<file path="config.mk">
export PLATFORM = sky130hd
export DESIGN_NAME = regfile_wb_arbiter
export DESIGN_NICKNAME = d
export VERILOG_FILES = /design/src/rtl/regfile_wb_arbiter.sv
export SDC_FILE = /design/constraint.sdc
export NUM_CORES = 1
export LEC_CHECK = 0
export CAP_MARGIN = 20
export CORE_UTILIZATION = 42
export CTS_CLUSTER_DIAMETER = 150
export CTS_CLUSTER_SIZE = 25
export DETAILED_ROUTE_END_ITERATION = 10
export GPL_ROUTABILITY_DRIVEN = 0
export PLACE_DENSITY = 0.81
export SLEW_MARGIN = 10
export SYNTH_ARGS = -nofsm -noshare
export SYNTH_HDL_FRONTEND = slang
export SYNTH_SLANG_ARGS = --single-unit
</file>
<file path="constraint.sdc">
create_clock -name clk -period 2.4 [get_ports clk]
set_input_delay 0.72 -clock clk [delete_from_list [all_inputs] [get_ports clk]]
set_output_delay 0.72 -clock clk [all_outputs]
set_load 0.01 [all_outputs]
</file>
<file path="src/rtl/regfile_wb_arbiter.sv">
`default_nettype none
// +----------------------------------------------------------------------------+
// | regfile_wb_arbiter: round-robin arbiter for the ALU / load writeback paths  |
// | onto the single register-file write port. Optional macro: RF_WB_STATS_EN.  |
// | Rev 1.0                                                                    |
// +----------------------------------------------------------------------------+
module regfile_wb_arbiter #(
  parameter int ADDR_WIDTH = 5,
  parameter int DATA_WIDTH = 32
) (
  input  logic                  clk,
  input  logic                  rst,
  input  logic                  stall_i,
  input  logic                  alu_valid_i,
  input  logic [ADDR_WIDTH-1:0] alu_addr_i,
  input  logic [DATA_WIDTH-1:0] alu_data_i,
  output logic                  alu_ready_o,
  input  logic                  mem_valid_i,
  input  logic [ADDR_WIDTH-1:0] mem_addr_i,
  input  logic [DATA_WIDTH-1:0] mem_data_i,
  output logic                  mem_ready_o,
  output logic                  rf_we_o,
  output logic [ADDR_WIDTH-1:0] rf_waddr_o,
  output logic [DATA_WIDTH-1:0] rf_wdata_o
`ifdef RF_WB_STATS_EN
  ,
  output logic [15:0]           conflict_cnt_o
`endif
);

  localparam logic [0:0] c_GNT_ALU = 1'b0;
  localparam logic [0:0] c_GNT_MEM = 1'b1;

  logic [0:0]            r_last_grant;
  logic                  w_alu_xfer;
  logic                  w_mem_xfer;
  logic [ADDR_WIDTH-1:0] w_gnt_addr;
  logic [DATA_WIDTH-1:0] w_gnt_data;

  // On a conflict the source that did not win last time gets the port.
  always_comb begin
    alu_ready_o = 1'b0;
    mem_ready_o = 1'b0;
    if (!rst && !stall_i) begin
      if (alu_valid_i && mem_valid_i) begin
        if (r_last_grant == c_GNT_ALU) mem_ready_o = 1'b1;
        else                           alu_ready_o = 1'b1;
      end else begin
        alu_ready_o = alu_valid_i;
        mem_ready_o = mem_valid_i;
      end
    end
  end

  assign w_alu_xfer = alu_valid_i & alu_ready_o;
  assign w_mem_xfer = mem_valid_i & mem_ready_o;
  assign w_gnt_addr = w_mem_xfer ? mem_addr_i : alu_addr_i;
  assign w_gnt_data = w_mem_xfer ? mem_data_i : alu_data_i;

  always_ff @(posedge clk or posedge rst) begin
    if (rst) begin
      r_last_grant <= c_GNT_ALU;
      rf_we_o      <= 1'b0;
      rf_waddr_o   <= '0;
      rf_wdata_o   <= '0;
    end else if (w_alu_xfer || w_mem_xfer) begin
      r_last_grant <= w_mem_xfer ? c_GNT_MEM : c_GNT_ALU;
      // Writes to x0 are accepted and consumed but never reach the file.
      rf_we_o      <= (w_gnt_addr != '0);
      rf_waddr_o   <= w_gnt_addr;
      rf_wdata_o   <= w_gnt_data;
    end else begin
      rf_we_o      <= 1'b0;
    end
  end

`ifdef RF_WB_STATS_EN
  logic w_conflict;
  assign w_conflict = alu_valid_i & mem_valid_i & ~stall_i;

  always_ff @(posedge clk or posedge rst) begin
    if (rst)                                      conflict_cnt_o <= '0;
    else if (w_conflict && conflict_cnt_o != '1)  conflict_cnt_o <= conflict_cnt_o + 16'd1;
  end
`endif

endmodule
`default_nettype wire

</file>
=== Yosys cells after proc, flatten, opt, wreduce, memory -nomap -nowiden ===
Index checks and enable logic that the tools add are counted.

* Register bits: 39
* Logic and storage cells: 22
* Input bits: 79
* Output and inout port bits: 40

* Muxes and demuxes: 10
* Reduce and logical (&&, ||, !) cells: 6
* Bitwise operators: 2

{| class="wikitable"
|+ Operator list
! kind !! count
|-
| $mux 32 || 1
|-
| $mux 1 || 8
|-
| $mux 5 || 1
|-
| $reduce_bool 5->1 || 1
|-
| $and 1x1->1 || 2
|-
| $logic_and 1x1->1 || 2
|-
| $logic_not 1->1 || 2
|-
| $logic_or 1x1->1 || 1
|}

=== Longest topological paths before layout ===
* Depth in word-level cells: 7
* Gate-level depth with buffers: 6
* Depth with buffers taken out: 4

=== Worst setup path before layout ===
OpenSTA, ideal clock, no wires.

* Path type: input -> output
* Start: input rst
* End: output alu_ready_o
* Path slack: 0.330 ns
* Required time: 1.680 ns
* Data arrival time: 1.350 ns
* Buffers on the path: 1
* Cell stages on the path: 4
* Cell sequence: nor2_4 clkbuf_1 nand2_1 a21oi_1

* Word-level cells in the longest chain between the ends: 3

{| class="wikitable"
|+ Ends and longest elaborated chain
! item !! RTL line !! text
|-
| start, declared || 12 || <nowiki>input logic rst,</nowiki>
|-
| $logic_not 1->1 (no line) || - ||
|-
| $logic_and 1x1->1 || 44 || <nowiki>if (!rst && !stall_i) begin</nowiki>
|-
| $mux 1 || 44 ||
|-
| end, declared || 17 || <nowiki>output logic alu_ready_o,</nowiki>
|}

Every way passes these cells.

=== Worst setup path in the final report ===
* Start: input stall_i
* End: output mem_ready_o

* Word-level cells in the longest chain between the ends: 3

{| class="wikitable"
|+ Ends and longest elaborated chain
! item !! RTL line !! text
|-
| start, declared || 13 || <nowiki>input logic stall_i,</nowiki>
|-
| $logic_not 1->1 || 44 ||
|-
| $logic_and 1x1->1 || 44 ||
|-
| $mux 1 || 44 ||
|-
| end, declared || 21 || <nowiki>output logic mem_ready_o,</nowiki>
|}

Every way passes these cells.

==> impl_metrics.env <==
export IMPL_ys_warn_count=0
export IMPL_tightest_slew_ns=0.411
export IMPL_synthTopCellsByArea="dfrtp_1 (44%), a221o_1 (17%), nor3b_1 (12%), and4_1 (11%), and4_2 (3.6%)"
export IMPL_synth_top_area_share_pct=43.7
export IMPL_synth_fp_nets=273
export IMPL_cp_endpoint="mem_ready_o"
export IMPL_clk_latency_ns=0.28
export IMPL_finalCritPeriodShare_pct=96.6
export IMPL_drt_wirelength_per_cell_um=17.7
export IMPL_track_usage_pct=24.1
export IMPL_syn_to_final_growth_pct=64.0
export IMPL_slowest_stage="dlygate4sd2_1"
export IMPL_drc=0
export IMPL_hpwl_mm=4.39
export IMPL_min_path_type="reg -> reg"
export IMPL_grt_pass1_vias=2163
export IMPL_power_static_leakage_nw=1.45
export IMPL_ios=119
export IMPL_yosys_top_cells_count="dfrtp_1 (39), a221o_1 (37), nor3b_1 (37)"
export IMPL_htree_num_levels=2
export IMPL_synth_edff_count=0
export IMPL_r2r_cells=4
export IMPL_syn_inst=194
export IMPL_slowest_delay_ns=0.26
export IMPL_worstPathCellList="dlygate4sd2_1 -> nor2_4 -> buf_4 -> nand3_2 -> inv_2 -> clkdlybuf4s15_2"
export IMPL_r2r_end="rf_wdata_o[18]"
export IMPL_portBuffers=118
export IMPL_rrSetupSlack_ns=1.01
export IMPL_crit_reg2reg_launch="r_last_grant"
export IMPL_dpl_cell_area_sq_mm=0.00353
export IMPL_grt_remaining_overflow=0
export IMPL_final_area_sq_mm=0.00366
export IMPL_timing_fmax_mhz=431
export IMPL_worst_slack_ns=0.0811
export IMPL_setup_viol=0
export IMPL_antenna_found_initial=0
export IMPL_critPathRequiredTime_ns=1.68
export IMPL_outcome="finished clean"
export IMPL_final_nets=390
export IMPL_cts_tree="done"
export IMPL_initial_core_util_pct=43.7
export IMPL_synth_area_per_cell_sq_um=11.5
export IMPL_crit_start="stall_i"
export IMPL_yosys_area_top_type="dfrtp_1"
export IMPL_yosysMostFrequentCell="dfrtp_1"
export IMPL_post_route_util_pct=71.6
export IMPL_yosysSeqAreaShare_pct=43.7
export IMPL_path_clk_slew_ns=0.07
export IMPL_ys_ff_latch=39
export IMPL_final_hold_violation_count=0
export IMPL_drt_pass1_iterations=6
export IMPL_ys_types=24
export IMPL_post_route_min_period_ns=2.32
export IMPL_multi_input_area_sq_mm=0.00110
export IMPL_die_h_um=74.9
export IMPL_detail_route_vias_per_cell=5.85
export IMPL_fillers=398
export IMPL_crit_path_max_fanout=2
export IMPL_synth_ff_type="dfrtp_1"
export IMPL_rows=26
export IMPL_seq_area_sq_um=976
export IMPL_crit_type="in -> out"
export IMPL_grt_pass1_wl_mm=10.2
export IMPL_async_flop_share_pct=100
export IMPL_drt_wl_total_mm=6.78
export IMPL_cp_start_kind="input port"
export IMPL_cts_root_buf="clkbuf_8"
export IMPL_clock_sinks=39
export IMPL_instances_no_fill=382
export IMPL_core_sq_mm=0.00511
export IMPL_skew_ns=0.00366
export IMPL_syn_area_sq_mm=0.00223
export IMPL_dieWidth_um=74.9
export IMPL_setup_tns_ns=0
export IMPL_max_vdd_ir_drop_mv=0.367
export IMPL_worst_setup_path_end_kind="primary output"
export IMPL_drive_gt1_share_pct=14.1
export IMPL_p_total_mw=2.14
export IMPL_hold_slack_ns=0.515
export IMPL_p_per_area_mw_per_mm2=586
export IMPL_grt_start_max_net_pins=40
export IMPL_detail_route_antenna_nets=0
export IMPL_rsz0062_at_grt="false"
export IMPL_maxCapViolCount=0
export IMPL_dp_cells=372
export IMPL_diodes=0
export IMPL_die_area_sq_mm=0.00561
export IMPL_num_vias=2233
export IMPL_slew_limit_headroom_pct=72.6
export IMPL_drt_iter0_drc=110
export IMPL_place_ws_ns=-0.471
export IMPL_finalMaxSlewViolations=0
export IMPL_tritoncts_num_buffers=5
export IMPL_cts_buffer_depth=2
export IMPL_critical_path_arrival_ns=1.60
-- logic make-up after synthesis --
| group | count (synthesis) | share of synthesized area (%) |
|---|---|---|
| and+or+nand+nor | 83 | 30.6 |
| buffers and inverters | 30 | 7.40 |
| AOI/OAI and AO/OA | 42 | 18.3 |
| DFF | 39 | 43.7 |
-- critical path: cells and delay by family --
| family | cells | cell delay [ns] |
|---|---|---|
| and+or+nand+nor | 2 | 0.21 |
| buffers and inverters | 4 | 0.67 |
-- worst min path at each step --
stage / start / endpoint / cells after the start
final: rf_wdata_o[10] / rf_wdata_o[10] / 1
after global routing: rf_wdata_o[11] / rf_wdata_o[11] / 1
after CTS: rf_wdata_o[13] / rf_wdata_o[13] / 1
after detailed placement: rf_wdata_o[25] / rf_wdata_o[25] / 1
after global placement: rf_wdata_o[16] / rf_wdata_o[16] / 1
after floorplan: r_last_grant / r_last_grant / 1
-- flip-flops by register name (all words and copies together), names as in the netlist --
name	flops
r_last_grant	1
rf_waddr_o	5
rf_wdata_o	32
rf_we_o	1
-- cell type report --
type                    instances  area share [%]
clock buffers                   6            2.26
multi-input cells             125            30.0
well taps                      70            2.39
inverters                       3           0.308
repair buffers                137            37.4
clock inverters                 2           0.958
flip-flops and latches         39            26.7
-- power by group --
group | internal [mW] | total, mW | switching (mW) | leakage [nW]
sequential | 0.776 | 0.847 | 0.0706 | 0.469
combinational | 0.459 | 0.723 | 0.264 | 0.922
clock | 0.337 | 0.572 | 0.236 | 0.0612
-- cell usage in the layout, fill, tap and decap left out, types with 2 or more instances in the layout --
cell type          n
clkdlybuf4s50_1  112
and4_1            28
dlygate4sd2_1      3
buf_4             15
and4_2             8
buf_12             4
nor3b_1           37
or4_1              2
clkbuf_8           6
nor2_4             2
a221o_1           37
dfrtp_1           39
-- what timing repair did --
item	CTS	global route
resized for setup	10	1
pin swaps	1	0
endpoints found under the setup margin	2	1
hold buffers	0	0
buffers inserted	2	0
-- per-layer routing --
layer / GRT usage [%] / vias to the layer above / wire [um]
li1: - / 1035 / -
met1: 29.6 / 1105 / 2890
met2: 43.4 / 91 / 3410
met3: 6.16 / 2 / 449
met4: 3.77 / 0 / 22
met5: 0 / - / 0
(Power assumes the default switching activity.)
